## src/rtl/rq_to_s3.sv

```systemverilog
`default_nettype none
// ============================================================================
// Module   : rq_to_s3
// Purpose  : Streaming Rq (q = 8192, 13-bit) to S3 (ternary, 2-bit) converter.
//            Each incoming coefficient is centred and reduced mod 3 on
//            acceptance and buffered. Once the whole polynomial is in, every
//            buffered coefficient has coefficient N-1 subtracted (mod 3),
//            which reduces the result mod (3, Phi_n), and is streamed out.
// Revision : 1.0 - initial release
// ----------------------------------------------------------------------------
// Ports:
//   clk        in   clock, rising edge
//   rst_n      in   synchronous active-low reset
//   in_valid   in   input beat valid
//   in_ready   out  block can accept an input beat (LOAD phase)
//   in_data    in   LANES x 13-bit coefficients, lane k at [13k+12:13k]
//   out_valid  out  output beat valid (EMIT phase)
//   out_ready  in   consumer accepts output beat
//   out_data   out  LANES x 2-bit S3 coefficients, lane k at [2k+1:2k]
//   out_last   out  final output beat of a polynomial
//   busy       out  first accepted input beat .. last output transfer
// ============================================================================
module rq_to_s3 #(
  parameter int N     = 701,
  parameter int LANES = 1
) (
  input  logic                 clk,
  input  logic                 rst_n,
  input  logic                 in_valid,
  output logic                 in_ready,
  input  logic [LANES*13-1:0]  in_data,
  output logic                 out_valid,
  input  logic                 out_ready,
  output logic [LANES*2-1:0]   out_data,
  output logic                 out_last,
  output logic                 busy
);

  localparam int BEATS     = (N + LANES - 1) / LANES;
  localparam int CW        = (BEATS > 1) ? $clog2(BEATS) : 1;
  localparam int LAST_LANE = (N - 1) % LANES;
  localparam logic [CW-1:0] C_LAST_BEAT = CW'(BEATS - 1);

  typedef enum logic [0:0] {
    S_LOAD = 1'b0,
    S_EMIT = 1'b1
  } state_t;

  state_t          r_state;
  state_t          w_state_nxt;
  logic [CW-1:0]   r_wr_cnt;
  logic [CW-1:0]   r_rd_cnt;
  logic [1:0]      r_last;
  logic            r_busy;
  logic [1:0]      r_buf [BEATS][LANES];
  logic [1:0]      w_red [LANES];
  logic            w_load;
  logic            w_in_fire;
  logic            w_out_fire;
  logic            w_wr_final;
  logic            w_rd_final;

  // Mod-3 of a 14-bit value by digit folding: 4^k == 1 (mod 3), so summing
  // base-4 digits preserves the residue. Three folds bring it to 0..4.
  function automatic logic [1:0] mod3_14(input logic [13:0] v);
    logic [4:0] a;
    logic [2:0] b;
    logic [2:0] c;
    a = '0;
    for (int i = 0; i < 7; i++) begin
      a = a + {3'b000, v[2*i +: 2]};
    end
    b = {1'b0, a[1:0]} + {1'b0, a[3:2]} + {2'b00, a[4]};
    c = {1'b0, b[1:0]} + {2'b00, b[2]};
    mod3_14 = (c >= 3'd3) ? 2'(c - 3'd3) : c[1:0];
  endfunction

  // (a - b) mod 3 for a, b in 0..2; the 2-bit wrap is harmless because the
  // true result of a + 3 - b is 1 or 2 when a < b.
  function automatic logic [1:0] sub3(input logic [1:0] a, input logic [1:0] b);
    sub3 = (a >= b) ? (a - b) : (a - b + 2'd3);
  endfunction

  // Adding the sign bit folds the centring in: -8192 == 1 (mod 3).
  generate
    for (genvar k = 0; k < LANES; k++) begin : g_lane_red
      assign w_red[k] = mod3_14({1'b0, in_data[13*k +: 13]} + {13'd0, in_data[13*k+12]});
    end
  endgenerate

  assign w_load     = (r_state == S_LOAD);
  assign in_ready   = rst_n & w_load;
  assign out_valid  = ~w_load;
  assign busy       = r_busy;
  assign w_in_fire  = in_valid & in_ready;
  assign w_out_fire = out_valid & out_ready;
  assign w_wr_final = (r_wr_cnt == C_LAST_BEAT);
  assign w_rd_final = (r_rd_cnt == C_LAST_BEAT);

  // Next-state logic
  always_comb begin
    w_state_nxt = r_state;
    case (r_state)
      S_LOAD:  if (w_in_fire && w_wr_final)  w_state_nxt = S_EMIT;
      S_EMIT:  if (w_out_fire && w_rd_final) w_state_nxt = S_LOAD;
      default: w_state_nxt = S_LOAD;
    endcase
  end

  // Output beat: buffered residues minus the captured final coefficient.
  // Padding lanes of the final beat are forced to 0.
  always_comb begin
    out_data = '0;
    out_last = 1'b0;
    if (r_state == S_EMIT) begin
      out_last = w_rd_final;
      for (int k = 0; k < LANES; k++) begin
        if (!(w_rd_final && (k > LAST_LANE))) begin
          out_data[2*k +: 2] = sub3(r_buf[r_rd_cnt][k], r_last);
        end
      end
    end
  end

  // Control state
  always_ff @(posedge clk) begin
    if (!rst_n) begin
      r_state  <= S_LOAD;
      r_wr_cnt <= '0;
      r_rd_cnt <= '0;
      r_last   <= 2'd0;
      r_busy   <= 1'b0;
    end else begin
      r_state <= w_state_nxt;
      if (w_in_fire) begin
        r_busy <= 1'b1;
        if (w_wr_final) begin
          r_wr_cnt <= '0;
          r_last   <= w_red[LAST_LANE];
        end else begin
          r_wr_cnt <= r_wr_cnt + 1'b1;
        end
      end
      if (w_out_fire) begin
        if (w_rd_final) begin
          r_rd_cnt <= '0;
          r_busy   <= 1'b0;
        end else begin
          r_rd_cnt <= r_rd_cnt + 1'b1;
        end
      end
    end
  end

  // Coefficient buffer; contents need no reset. Padding lanes are not written.
  always_ff @(posedge clk) begin
    if (w_in_fire) begin
      for (int k = 0; k < LANES; k++) begin
        if (!(w_wr_final && (k > LAST_LANE))) begin
          r_buf[r_wr_cnt][k] <= w_red[k];
        end
      end
    end
  end

endmodule
`default_nettype wire

```

## config.mk

```make
export PLATFORM = sky130hd
export DESIGN_NAME = rq_to_s3
export DESIGN_NICKNAME = d
export VERILOG_FILES = /design/src/rtl/rq_to_s3.sv
export SDC_FILE = /design/constraint.sdc
export NUM_CORES = 2
export LEC_CHECK = 0
export CAP_MARGIN = 40
export CORE_MARGIN = 1.5
export CORE_UTILIZATION = 35
export DETAILED_ROUTE_END_ITERATION = 10
export PLACE_DENSITY = 0.52
export SLEW_MARGIN = 0
export SYNTH_ARGS = -nofsm -noshare
export SYNTH_HDL_FRONTEND = slang
export SYNTH_SLANG_ARGS = --single-unit
```

## constraint.sdc

```tcl
create_clock -name clk -period 57.1 [get_ports clk]
set_clock_uncertainty 0.05 [all_clocks]
set_input_delay 11.42 -clock clk [delete_from_list [all_inputs] [get_ports clk]]
set_output_delay 11.42 -clock clk [all_outputs]
set_load 0.01 [all_outputs]
```

==> metrics.md <==
| Metric | Value |
|---|---|
| Largest net degree at the start of global routing | `95` |
| WP depth | `3` |
| Max_slew headroom | `38.2%` |
| Routed len/inst | `28.9 µm` |
| Yosys warns | `0` |
| Ys flop type | `edfxtp_1` |
| Final Critical Period | `24.64 ns` |
| Worst min-delay path category | `reg -> reg` |
| Worst setup path start | `rst_n` |
| Final wirelength | `171000 µm` |
| Count of state elements after synthesis | `1436` |
| CP required | `45.63 ns` |
| Critical path fanouts, max | `9` |
| Outcome | `complete, no violations` |
| Worst path slowest cell | `clkdlybuf4s50_1` |
| Total GRT Usage | `19.6%` |
| DR pass1 iterations | `7` |
| Rows | `151` |
| Core Footprint | `169000 µm²` |
| Number of I/O pins | `23` |
| # Max-Cap Violations | `0` |
| Share of layout cells above drive strength 1 | `19.0%` |
| Worst r2r src | `r_wr_cnt[1]` |
| Final GP Congestion | `0.793` |
| Crit Path Class | `in -> out` |
| Cts repair resizes | `0` |
| Clock root buffer master | `clkbuf_16` |
| Synthesized area | `59400 µm²` |
| Unrepaired setup endpoints after global routing | `false` |
| First-pass GRT wire length | `243000 µm` |
| Final setup viols | `0` |
| Remaining DRCs | `0` |
| Measured slew at the worst slew-check pin | `0.918 ns` |
| Vias | `32647` |
| End of the critical path | `in_ready` |
| Max-slew violations | `0` |
| EDFF count, synth | `1402` |
| Die height | `415 µm` |
| Post-CTS setup buffer count | `0` |
| Htree depth | `4` |
| Final Hold Fails | `0` |
| Hpwl dp | `98500 µm` |
| Vias in the first global route | `33128` |
| TritonCTS clock tree | `done` |
| CP most frequent cell | `clkdlybuf4s50_1` |
| Synth area leader | `edfxtp_1` |
| Grt ovf | `0` |
| TritonCTS Buffers | `151` |
| Worst path top cell family by delay | `buffers and inverters` |
| Max Clk Rate | `40.6 MHz` |
| Area contributors post-synth | `edfxtp_1 71%, mux4_2 11%, nor2_1 4.8%` |
| Distinct cells, synth | `71` |
| Die area | `172000 µm²` |
| Seq/Total Area, Yosys | `72.0%` |
| Crit path buf inv count | `2` |
| Worst-path cell chain | `clkdlybuf4s50_1 -> nor2b_1 -> clkdlybuf4s50_1` |
| Reg2reg path depth | `5` |
| Period utilization | `43.2%` |
| Crit path DAT | `13.17 ns` |
| Synth async-reset ratio | `0%` |
| Critical R2R Capture | `r_buf[575][0]` |
| Initial DRC count | `3877` |
| Die W | `415 µm` |
| Met2 usage | `30.9%` |
| Met1 Use GR | `28.4%` |
| Max Root-Sink Buffers | `3` |
| Layout Nets | `3609` |
| Share of the synthesized area in the top cell type | `70.9%` |
| Startpoint class of the critical path | `input port` |
| Vias per Instance | `5.53` |
| Port Buf Inserts | `22` |
| Reg clk slew, reported paths | `0.06 ns` |
| Area Growth Syn to Fin | `13.4%` |
| Clock sink total | `1436` |
| Met3 Usage GRT | `3.01%` |
| Cts hold-fix bufs | `0` |
| Final ANT Viol Nets | `0` |
| Initial core utilization | `35.2%` |
| Synthesized instance count | `3539` |
| Max incr delay on CP | `0.64 ns` |
| Mapped Nets | `3584` |
| Busiest grt layer | `met2` |
| Setup_tns | `0 ns` |
| Insertion delay to the later sink of the worst-skew pair | `0.78 ns` |
| Finished Core Util | `39.9%` |
| Worst R2R Setup Slack | `53.63 ns` |
| Antenna violations before repair | `7` |
| Critical Path End Type | `output pin` |
| Syn avg cell area | `16.8 µm²` |
worst min-delay path: cells and delay by family (launching register included):
kind | cells | cell delay, ns
buffers and inverters | 1 | 0.04
DFF | 1 | 0.31
AOI/OAI and AO/OA | 1 | 0.07
synth_stat cells, types with 13 or more instances:
cell and count:
o22ai_1 19, dfxtp_1 34, a22oi_1 59, nand4_1 13, nor3_1 17, nand3_1 33
a21oi_1 49, o221ai_1 22, buf_2 53, inv_1 26, o21ai_0 17, mux4_2 301
nor2_1 755, a211oi_1 21, edfxtp_1 1402, buf_6 24, buf_4 15, buf_1 23
xnor2_1 14, ha_1 14, mux2i_1 118, nand2_1 135, fa_1 14, nor2b_1 31
xor2_1 14, clkbuf_1 150
area by class of cell:
class | instances | area, µm²
Antenna cell | 1 | 2.50
Clock buffer | 192 | 4120
Clock inverter | 79 | 805
Fill cell | 15460 | 102000
Inverter | 27 | 101
Multi-Input combinational cell | 1807 | 15300
Sequential cell | 1436 | 42800
Tap cell | 2218 | 2780
Timing Repair Buffer | 141 | 1410
through the flow:
| step | worst slack [ns] | instance area, µm² | cells | hold slack (ns) |
|---|---|---|---|---|
| floorplan | 19.33 | 59400 | 3539 | 0.430 |
| global placement | 32.55 | 62000 | 5607 | 0.413 |
| detailed placement | 32.45 | 62400 | 5629 | 0.417 |
| CTS | 32.44 | 67300 | 5900 | 0.434 |
| global route | 32.36 | 67300 | 5900 | 0.475 |
| finish | 32.46 | 67400 | 5901 | 0.429 |
cells in the final DEF (no fill, tap or decap), types with 13 or more instances in the layout:
| cell type | count |
|---|---|
| a211oi_1 | 21 |
| a21oi_1 | 49 |
| a22oi_1 | 59 |
| buf_4 | 97 |
| bufinv_16 | 16 |
| clkbuf_1 | 29 |
| clkbuf_16 | 157 |
| clkdlybuf4s50_1 | 22 |
| clkinv_1 | 30 |
| clkinv_2 | 18 |
| dfxtp_1 | 28 |
| edfxtp_1 | 1402 |
| fa_1 | 14 |
| ha_1 | 14 |
| inv_1 | 26 |
| mux2i_1 | 118 |
| mux4_2 | 301 |
| nand2_1 | 108 |
| nand2_2 | 23 |
| nand3_1 | 32 |
| nand4_1 | 13 |
| nor2_1 | 753 |
| nor2b_1 | 28 |
| nor3_1 | 16 |
| o21ai_0 | 17 |
| o221ai_1 | 22 |
| o22ai_1 | 19 |
| xnor2_1 | 14 |
| xor2_1 | 13 |
cells by family after synthesis:
| group | synth area share (%) |
|---|---|
| flip-flops | 72.0 |
| multiplexers | 13.8 |
| AO/OA/AOI/OAI | 3.14 |
| adder cells (fa/ha/maj) | 0.767 |
| XOR/XNOR | 0.413 |
| buffers and inverters | 2.46 |
| AND/OR/NAND/NOR | 7.37 |
state kept, by name, summed over array words and instances, names as in the netlist, named ones only:
signal and count:
r_rd_cnt 10, busy 1, r_wr_cnt 10, r_last 2
r_buf 1402, out_valid 1
worst min-delay path by stage:
| stage | slack (ns) | from | cells after the start | end |
|---|---|---|---|---|
| global placement | 0.41 | busy | 2 | busy |
| finish | 0.43 | busy | 2 | busy |
| global route | 0.48 | busy | 2 | busy |
| floorplan | 0.43 | r_last[0] | 2 | r_last[0] |
| CTS | 0.43 | busy | 2 | busy |
| detailed placement | 0.42 | busy | 2 | busy |
metal layers:
metal  share of wire (%)  vias to the layer above
met5                   0                        -
met4                 2.4                        0
met3                 6.8                      224
met2                  47                     1219
met1                  44                    17435
li1                    -                    13769
Power is left out: the tool's default activity adds up to more than one toggle a clock period on the data nets, which glitch-free logic cannot reach.
